<file path="src/rtl/api_work_arb_pkg.sv">
// Shared constants for the API work-source arbiter.
//   API_REQ_NUM / API_WORK_LEN / API_TXFIFO_DEPTH / API_CNT_W : default sizing
//   ARB_* : arbiter FSM state encoding
//   api_rr_next : round-robin pointer advance with wrap at n
package api_work_arb_pkg;

  localparam int API_REQ_NUM      = 2;
  localparam int API_WORK_LEN     = 23;   // 736-bit work unit in 32-bit words
  localparam int API_TXFIFO_DEPTH = 512;
  localparam int API_CNT_W        = 10;

  localparam logic [1:0] ARB_IDLE = 2'd0;
  localparam logic [1:0] ARB_SEND = 2'd1;
  localparam logic [1:0] ARB_GAP  = 2'd2;

  function automatic logic [2:0] api_rr_next(input logic [2:0] id, input int n);
    return (int'(id) == n - 1) ? 3'd0 : id + 3'd1;
  endfunction

endpackage

</file>
<file path="src/rtl/api_rr_pick.sv">
// Combinational round-robin pick: lowest requesting index at or after ptr_i,
// wrapping at N. Rotate so ptr_i lands at bit 0, priority-encode, rotate back.
//   req_i  : request vector
//   ptr_i  : round-robin start index (< N)
//   any_o  : at least one request
//   idx_o  : winner index (valid when any_o)
module api_rr_pick #(
  parameter int N = 2
) (
  input  logic [N-1:0] req_i,
  input  logic [2:0]   ptr_i,
  output logic         any_o,
  output logic [2:0]   idx_o
);

  logic [N-1:0] rot;
  logic [3:0]   pos;
  logic [2:0]   off;
  logic         found;
  logic [3:0]   sum;

  // rot[k] = req_i[(ptr_i + k) mod N]
  always_comb begin
    rot = '0;
    pos = '0;
    for (int k = 0; k < N; k++) begin
      pos = {1'b0, ptr_i} + 4'(k);
      if (pos >= 4'(N)) pos = pos - 4'(N);
      for (int i = 0; i < N; i++)
        if (pos == 4'(i)) rot[k] = req_i[i];
    end
  end

  always_comb begin
    off   = '0;
    found = 1'b0;
    for (int k = 0; k < N; k++)
      if (!found && rot[k]) begin
        off   = 3'(k);
        found = 1'b1;
      end
  end

  always_comb begin
    sum = {1'b0, ptr_i} + {1'b0, off};
    if (sum >= 4'(N)) sum = sum - 4'(N);
    idx_o = sum[2:0];
  end

  assign any_o = |req_i;

endmodule

</file>
<file path="src/rtl/api_work_arb.sv">
// Packet-atomic round-robin arbiter feeding the API tx FIFO. A source is
// granted for exactly WORK_LEN words, and only when the FIFO can hold the
// whole packet, so the consumer never sees a torn work unit.
//   clk, rst_n      : clock, async active-low reset
//   flush           : sync abort/clear (pulsed with the FIFO flush)
//   enable          : allows new grants (ignored mid-packet)
//   req_valid/data  : per-source word valid / 32-bit word (source i at [32i+:32])
//   req_ready       : per-source word accepted this cycle
//   txfifo_push/din : registered FIFO write strobe / data
//   txcnt           : FIFO data count
//   busy, grant_id, pkt_cnt : status
import api_work_arb_pkg::*;

module api_work_arb #(
  parameter int REQ_NUM    = API_REQ_NUM,
  parameter int WORK_LEN   = API_WORK_LEN,
  parameter int FIFO_DEPTH = API_TXFIFO_DEPTH,
  parameter int CNT_W      = API_CNT_W
) (
  input  logic                  clk,
  input  logic                  rst_n,
  input  logic                  flush,
  input  logic                  enable,
  input  logic [REQ_NUM-1:0]    req_valid,
  input  logic [32*REQ_NUM-1:0] req_data,
  output logic [REQ_NUM-1:0]    req_ready,
  output logic                  txfifo_push,
  output logic [31:0]           txfifo_din,
  input  logic [CNT_W-1:0]      txcnt,
  output logic                  busy,
  output logic [2:0]            grant_id,
  output logic [15:0]           pkt_cnt
);

  localparam int CW = (WORK_LEN > 1) ? $clog2(WORK_LEN + 1) : 1;

  logic [1:0]    state_q, state_d;
  logic [2:0]    grant_q, grant_d;
  logic [2:0]    ptr_q, ptr_d;
  logic [CW-1:0] cnt_q, cnt_d;
  logic [15:0]   pkt_q, pkt_d;
  logic          busy_q, busy_d;
  logic          push_q, push_d;
  logic [31:0]   din_q, din_d;

  logic          pick_any;
  logic [2:0]    pick_idx;
  logic          sel_valid;
  logic [31:0]   sel_data;
  logic          space_ok;

  api_rr_pick #(.N(REQ_NUM)) u_pick (
    .req_i (req_valid),
    .ptr_i (ptr_q),
    .any_o (pick_any),
    .idx_o (pick_idx)
  );

  // One extra bit so a count above the depth cannot wrap into "lots of room".
  logic [CNT_W:0] depth_w, tx_w;
  assign depth_w  = (CNT_W+1)'(FIFO_DEPTH);
  assign tx_w     = {1'b0, txcnt};
  assign space_ok = (tx_w <= depth_w) && ((depth_w - tx_w) >= (CNT_W+1)'(WORK_LEN));

  always_comb begin
    sel_valid = 1'b0;
    sel_data  = '0;
    for (int i = 0; i < REQ_NUM; i++)
      if (grant_q == 3'(i)) begin
        sel_valid = req_valid[i];
        sel_data  = req_data[32*i +: 32];
      end
  end

  // Ready is suppressed during flush so no word is consumed and then dropped.
  always_comb begin
    req_ready = '0;
    if (state_q == ARB_SEND && !flush)
      for (int i = 0; i < REQ_NUM; i++)
        req_ready[i] = (grant_q == 3'(i)) & req_valid[i];
  end

  always_comb begin
    state_d = state_q;
    grant_d = grant_q;
    ptr_d   = ptr_q;
    cnt_d   = cnt_q;
    pkt_d   = pkt_q;
    busy_d  = busy_q;
    push_d  = 1'b0;
    din_d   = din_q;
    if (flush) begin
      state_d = ARB_IDLE;
      grant_d = '0;
      ptr_d   = '0;
      cnt_d   = '0;
      pkt_d   = '0;
      busy_d  = 1'b0;
      din_d   = '0;
    end else begin
      case (state_q)
        ARB_IDLE:
          if (enable && pick_any && space_ok) begin
            state_d = ARB_SEND;
            grant_d = pick_idx;
            cnt_d   = '0;
            busy_d  = 1'b1;
          end
        ARB_SEND:
          if (sel_valid) begin
            push_d = 1'b1;
            din_d  = sel_data;
            cnt_d  = cnt_q + CW'(1);
            if (cnt_q == CW'(WORK_LEN - 1)) begin
              pkt_d   = pkt_q + 16'd1;
              ptr_d   = api_rr_next(grant_q, REQ_NUM);
              state_d = ARB_GAP;
            end
          end
        // Gives txcnt a cycle to see the last push before the next space check.
        ARB_GAP: begin
          busy_d  = 1'b0;
          state_d = ARB_IDLE;
        end
        default: state_d = ARB_IDLE;
      endcase
    end
  end

  always_ff @(posedge clk or negedge rst_n) begin
    if (!rst_n) begin
      state_q <= ARB_IDLE;
      grant_q <= '0;
      ptr_q   <= '0;
      cnt_q   <= '0;
      pkt_q   <= '0;
      busy_q  <= 1'b0;
      push_q  <= 1'b0;
      din_q   <= '0;
    end else begin
      state_q <= state_d;
      grant_q <= grant_d;
      ptr_q   <= ptr_d;
      cnt_q   <= cnt_d;
      pkt_q   <= pkt_d;
      busy_q  <= busy_d;
      push_q  <= push_d;
      din_q   <= din_d;
    end
  end

  assign txfifo_push = push_q;
  assign txfifo_din  = din_q;
  assign busy        = busy_q;
  assign grant_id    = grant_q;
  assign pkt_cnt     = pkt_q;

endmodule

</file>
<file path="config.mk">
export PLATFORM = sky130hd
export DESIGN_NAME = api_work_arb
export DESIGN_NICKNAME = d
export VERILOG_FILES = /design/src/rtl/api_work_arb_pkg.sv /design/src/rtl/api_rr_pick.sv /design/src/rtl/api_work_arb.sv
export SDC_FILE = /design/constraint.sdc
export NUM_CORES = 1
export LEC_CHECK = 0
export ABC_AREA = 1
export CORE_MARGIN = 10
export CORE_UTILIZATION = 35
export CTS_BUF_LIST = sky130_fd_sc_hd__clkbuf_16
export CTS_CLUSTER_DIAMETER = 200
export DETAILED_ROUTE_END_ITERATION = 10
export PLACE_DENSITY = 0.64
export SETUP_SLACK_MARGIN = 0.3
export SLEW_MARGIN = 20
export SYNTH_ARGS = -nofsm -noshare
export SYNTH_HDL_FRONTEND = slang
export SYNTH_SLANG_ARGS = --single-unit
</file>
<file path="constraint.sdc">
create_clock -name clk -period 3.34 [get_ports clk]
set_input_delay 0.835 -clock clk [delete_from_list [all_inputs] [get_ports clk]]
set_output_delay 0.835 -clock clk [all_outputs]
set_load 0.005 [all_outputs]
</file>
# Word-level counts from Yosys, hierarchy flattened
# Index checks and enable logic that the tools add are counted.
dict set report classes {
  add_sub_neg 9
  magnitude_cmp 5
  eq_ne 10
  muxes 44
  bitwise 2
  n_reduce_logical 25
}
# op n
set ops {}
lappend ops {{$mux W32} 5}
lappend ops {{$mux W16} 4}
lappend ops {{$mux W3} 9}
lappend ops {{$add A16 B1 Y16 const B} 1}
lappend ops {{$mux W5} 3}
lappend ops {{$mux W1} 13}
lappend ops {{$ge A11 B5 Y1 const B} 1}
lappend ops {{$sub A10 B10 Y11 const A} 1}
lappend ops {{$le A10 B10 Y1 const B} 1}
lappend ops {{$mux W2} 5}
lappend ops {{$pmux W5 S2} 1}
lappend ops {{$reduce_bool A2 Y1} 5}
lappend ops {{$reduce_and A3 Y1} 3}
lappend ops {{$eq A4 B1 Y1 const B} 2}
lappend ops {{$ge A4 B2 Y1 const B} 2}
lappend ops {{$logic_not A4 Y1} 2}
lappend ops {{$mux W4} 2}
lappend ops {{$ne A3 B3 Y1 const B} 2}
lappend ops {{$reduce_and A2 Y1} 3}
lappend ops {{$reduce_bool A3 Y1} 2}
lappend ops {{$add A5 B1 Y5 const B} 1}
lappend ops {{$eq A5 B5 Y1 const B} 1}
lappend ops {{$logic_and A1 B1 Y1} 5}
lappend ops {{$add A3 B1 Y4} 1}
lappend ops {{18 further kinds} 20}
dict set report word_totals {
  regBits 63
  in_bits 80
  out_inout_bits 55
}

# Depth between registers and ports, before layout
dict set report logic_depth {
  word_depth 15
  depth_mapped 16
  mapped_depth_nobuf 16
}

# By module
# From an unflattened synthesis, not the netlist that was laid out.
dict set report hier_totals {
  cells_unflattened 432
  area_unflattened_um2 3607.2
}
# mod instances cells_each area_per_inst_um2 seq_area_each_um2
set modules_own_cells {}
lappend modules_own_cells {api_work_arb 1 395 3398.3 1576.5}
lappend modules_own_cells {api_rr_pick 1 37 209.0 0.0}

# Least setup slack after synthesis
# OpenSTA, ideal clock, no wires.
dict set report synth_path {
  path_type {register to register}
  start {reg ptr_q[0]}
  end {reg grant_q[2] (netlist: grant_id[2])}
  setup_ps 66
  arrival_ps 2312
  required_time_ps 3274
  slack_ps 962
  stages_incl_launch_ff 14
  path_buffers 0
  period_less_slack_ps 2378
  cell_sequence {dfrtp_1 ha_1 xor2_1 inv_1 ha_1 o2111ai_1 a21oi_1 ha_1 ha_1 xnor2_1 xor2_1 nor3b_1 nand2_1 nand2_1}
}
dict set report synth_between {
  elab_chain_cells 15
  elab_cells_between_ends 26
  classes_between {5 x add/sub; 3 x order compare; 2 x eq/ne; 12 x mux; 4 x reduce/logical}
}
# element line
set synth_lines {}
lappend synth_lines {{start: declaration} api_work_arb.sv:39} ;# logic [2:0] ptr_q, ptr_d;
lappend synth_lines {{start signal: assignment} api_work_arb.sv:143} ;# ptr_q <= ptr_d;
lappend synth_lines {{parallel branches: the longest is 9 deep, another holds $add A3 B1 Y4} n/a}
lappend synth_lines {{$add A3 B1 Y4 (*)} api_rr_pick.sv:45} ;# sum = {1'b0, ptr_i} + {1'b0, off};
lappend synth_lines {{$ge A4 B2 Y1 / $sub A3 B2 Y3 (equally long branches)} api_rr_pick.sv:46} ;# if (sum >= 4'(N)) sum = sum - 4'(N);
lappend synth_lines {{$mux W3 (*)} api_rr_pick.sv:46}
lappend synth_lines {{$mux W3 (*)} api_work_arb.sv:103} ;# if (enable && pick_any && space_ok) begin
lappend synth_lines {{$mux W3 (*)} api_work_arb.sv:101} ;# case (state_q)
lappend synth_lines {{$mux W3 (*)} api_work_arb.sv:92} ;# if (flush) begin
lappend synth_lines {{end signal: assignment} api_work_arb.sv:142} ;# grant_q <= grant_d;
lappend synth_lines {{end: declaration} api_work_arb.sv:38} ;# logic [2:0] grant_q, grant_d;
# Every way passes the cells marked *. The select of a mux whose other input is x is not followed.
# A chain may end at the register's enable or synchronous reset.

# Worst setup path in the final report
dict set report layout_path {
  start {in flush}
  end {out req_ready[1]}
}
dict set report layout_between {
  elab_chain_cells 3
}
# element line
set layout_lines {}
lappend layout_lines {{start: declaration} api_work_arb.sv:22} ;# input logic flush,
lappend layout_lines {{$logic_not A1 Y1} api_work_arb.sv:78} ;# if (state_q == ARB_SEND && !flush)
lappend layout_lines {{$logic_and A1 B1 Y1} api_work_arb.sv:78}
lappend layout_lines {{$mux W2} api_work_arb.sv:78}
lappend layout_lines {{end: declaration} api_work_arb.sv:26} ;# output logic [REQ_NUM-1:0] req_ready,
# Every way passes these cells.

==> run metrics <==
run status=finished, final reports clean; Die Area=0.0158 mm^2; largest net degree at the start of global routing=65; YS warnings=0; H-tree levels=3; most frequent cells in the layout=nand2_1, clkdlybuf4s50_1, nand3_1; CTS clk-pin slew, worst paths=around 0.060 ns; Initial Util=0.359; Async S/R FF share, synth=1.00; Peak Freq=~350 MHz; Via density=4.88; Area growth, synth to finish=45.0%; Crit path required time=between 2 and 3 ns; CTS tree=yes; HP Class=input pin to async pin; Setup violations, final=0; DR vias=around 4.0k; worst slack at placement=between 0.1 and 0.15 ns; All-Layer GR Usage=0.145; Worst Setup End Kind=primary output; CP max FO=3; Post-synth EDFFs=0; final setup margin=0.504 ns; crit path DAT=~2.0 ns; Post-Syn Area=0.00391 mm^2; CTS Buffer Depth=2; Setup TNS=0 ns; commonest non-fill, non-tap cell in the layout=nand2_1; Syn Inst Count=~550; switching share of total power=0.331; Comb power frac=0.331; Pleak=~2.7 nW; Seq pwr share=0.355; WL/cell=between 10 and 15 um; CTS sink cnt=63; clock share of power=0.314; post-route DRC violation count=0; ANT cells=0; first drt pass iteration count=4; total setup buffers inserted after CTS=0; final hold viol count=0; Cell Pwr Density=about 460 mW/mm^2; Mean Syn Cell Area=a little over 7 um^2; Area after DPL=approximately 0.0054 mm^2; Final HPWL DP=a little under 9000 um; Die X=~130 um; Design Area, Final=0.00567 mm^2; first-pass GRT wire length=a little under 20000 um; Cell Rows=38; max-cap viol count=0; synth unique cells=39; RSZ-0062 raised after global routing=false; startpoint types=input pin; Skew-Pair Late Insertion Delay=0.32 ns; Die Height=126 um; WS Path Type=input pin to primary output; Root Driver=clkbuf_16; final worst path period need=~2.8 ns; Slew Viols, Final=0; worst-case hold slack=around 0.34 ns; worst slew pin tran=between 0.5 and 0.6 ns; GPL Wtd Cong=approximately 0.89; max_slew headroom=0.610; core area=approximately 0.011 mm^2; worst reg-to-reg path cell count=13; initial antenna violation count=0; Max IR drop VDD=~260 uV; final net count=766; Final Instance Count excl. Fillers=a little over 800; Port Buf Inserts=~130; Net Switching=around 0.00086 W; DP Cell Count=just over 800; grt ovf=0; hold-fix buffers at CTS=0; Pint=between 0.0015 and 0.002 W; boundary pin count=about 140; Seq/Total Area, Yosys=0.403; antenna violation net count after detailed routing=0; syn_nets=638; fin crit share=0.849; layout cells sized above 1=0.0750; flops & latches, synth=63; dominant synthesized flop cell=dfrtp_1; WL final=~12000 um; number of global-route vias before repair=approximately 4k; Clock Skew=about 0.0082 ns; CTS buffer count=9; DR iter-0 viols=approximately 260
registers in the layout, summed over array words and instances, names as in the netlist:
name / cells
txfifo_push: 1
txfifo_din: 32
busy: 1
cnt_q: 5
grant_id: 3
ptr_q: 3
state_q: 2
pkt_cnt: 16
cells by family (layout without fill, tap and decap cells):
group	after synthesis	after routing	synth area share
DFF	63	63	0.403
xor gates and xnor gates	11	11	0.0246
muxes	1	1	0.00256
buffers and inverters	65	197	0.0672
AOI/OAI and AO/OA	57	57	0.0771
adders and majority gates	10	10	0.0320
and+or+nand+nor	341	341	0.393
per-layer routing:
metal	wire length (um)	track usage
met4	74	0.0291
met5	0	0
met2	5920	0.253
met1	4950	0.170
met3	745	0.0495
metrics by stage:
stage / total power [W] / util
2_1_floorplan: 0.00139 / -
3_3_place_gp: 0.00179 / 0.495
3_5_place_dp: 0.00181 / 0.495
4_1_cts: 0.00265 / 0.520
5_1_grt: 0.00279 / 0.521
6_report: 0.00261 / 0.521
timing repair:
item,CTS,global route
cloned,0,0
resized for setup,4,2
pin swaps,0,0
setup endpoints to repair,2,1
layout make-up:
cell class	count	area, um^2
clock buffer	9	225
clock inverter	6	38.8
fill	1065	5220
inverter	39	151
multi-input combinational	420	2080
sequential	63	1580
tap	140	175
timing repair buffer	143	1420
final timing paths:
path                                            from                    endpoint  slack, ns
setup reg to reg                ptr_q[0]$_DFFE_PN0P_     grant_id[2]$_DFFE_PN0P_       0.74
setup / recovery                               flush                req_ready[1]       0.50
max in group asynchronous                      rst_n  txfifo_din[12]$_DFFE_PN0P_       2.43
hold reg to reg            txfifo_din[1]$_DFFE_PN0P_   txfifo_din[1]$_DFFE_PN0P_       0.49
min in group clk           txfifo_din[1]$_DFFE_PN0P_   txfifo_din[1]$_DFFE_PN0P_       0.49
hold / removal                                 rst_n      pkt_cnt[0]$_DFFE_PN0P_       0.34
synthesized netlist by cell type, types with 2 or more instances:
| master | count | share of area |
|---|---|---|
| nand3_1 | 93 | 0.12 |
| nor3b_1 | 2 | 0.0038 |
| nor2_1 | 41 | 0.039 |
| inv_2 | 3 | 0.0029 |
| nand2_4 | 3 | 0.0086 |
| nand2_1 | 168 | 0.16 |
| nand4_1 | 8 | 0.013 |
| xnor2_1 | 4 | 0.0090 |
| xor2_1 | 7 | 0.016 |
| nor2_2 | 5 | 0.0080 |
| nor3_1 | 9 | 0.012 |
| dfrtp_1 | 63 | 0.40 |
| inv_1 | 34 | 0.033 |
| o21ai_0 | 39 | 0.050 |
| buf_2 | 4 | 0.0051 |
| nor2_4 | 3 | 0.0086 |
| nor4_1 | 2 | 0.0032 |
| o21ai_1 | 5 | 0.0064 |
| nand3_2 | 2 | 0.0051 |
| clkbuf_1 | 12 | 0.012 |
| buf_1 | 8 | 0.0077 |
| ha_1 | 10 | 0.032 |
| a21oi_1 | 7 | 0.0090 |
power groups by stage:
stage	Sequential (W)	Combinational [W]	Clock [W]
floorplan	0.000932	0.000457	0
global placement	0.000935	0.000858	0
detailed placement	0.000938	0.000876	0
CTS	0.000926	0.000882	0.000839
global route	0.000939	0.000979	0.000874
finish	0.000925	0.000863	0.000819
worst max-delay path, cell delays in order:
cell	delay (ns)
clkdlybuf4s50_1	0.43
inv_2	0.06
nand2_1	0.06
nor2_2	0.12
inv_2	0.08
nor2_2	0.15
dlygate4sd2_1	0.26
(Power assumes the default switching activity.)
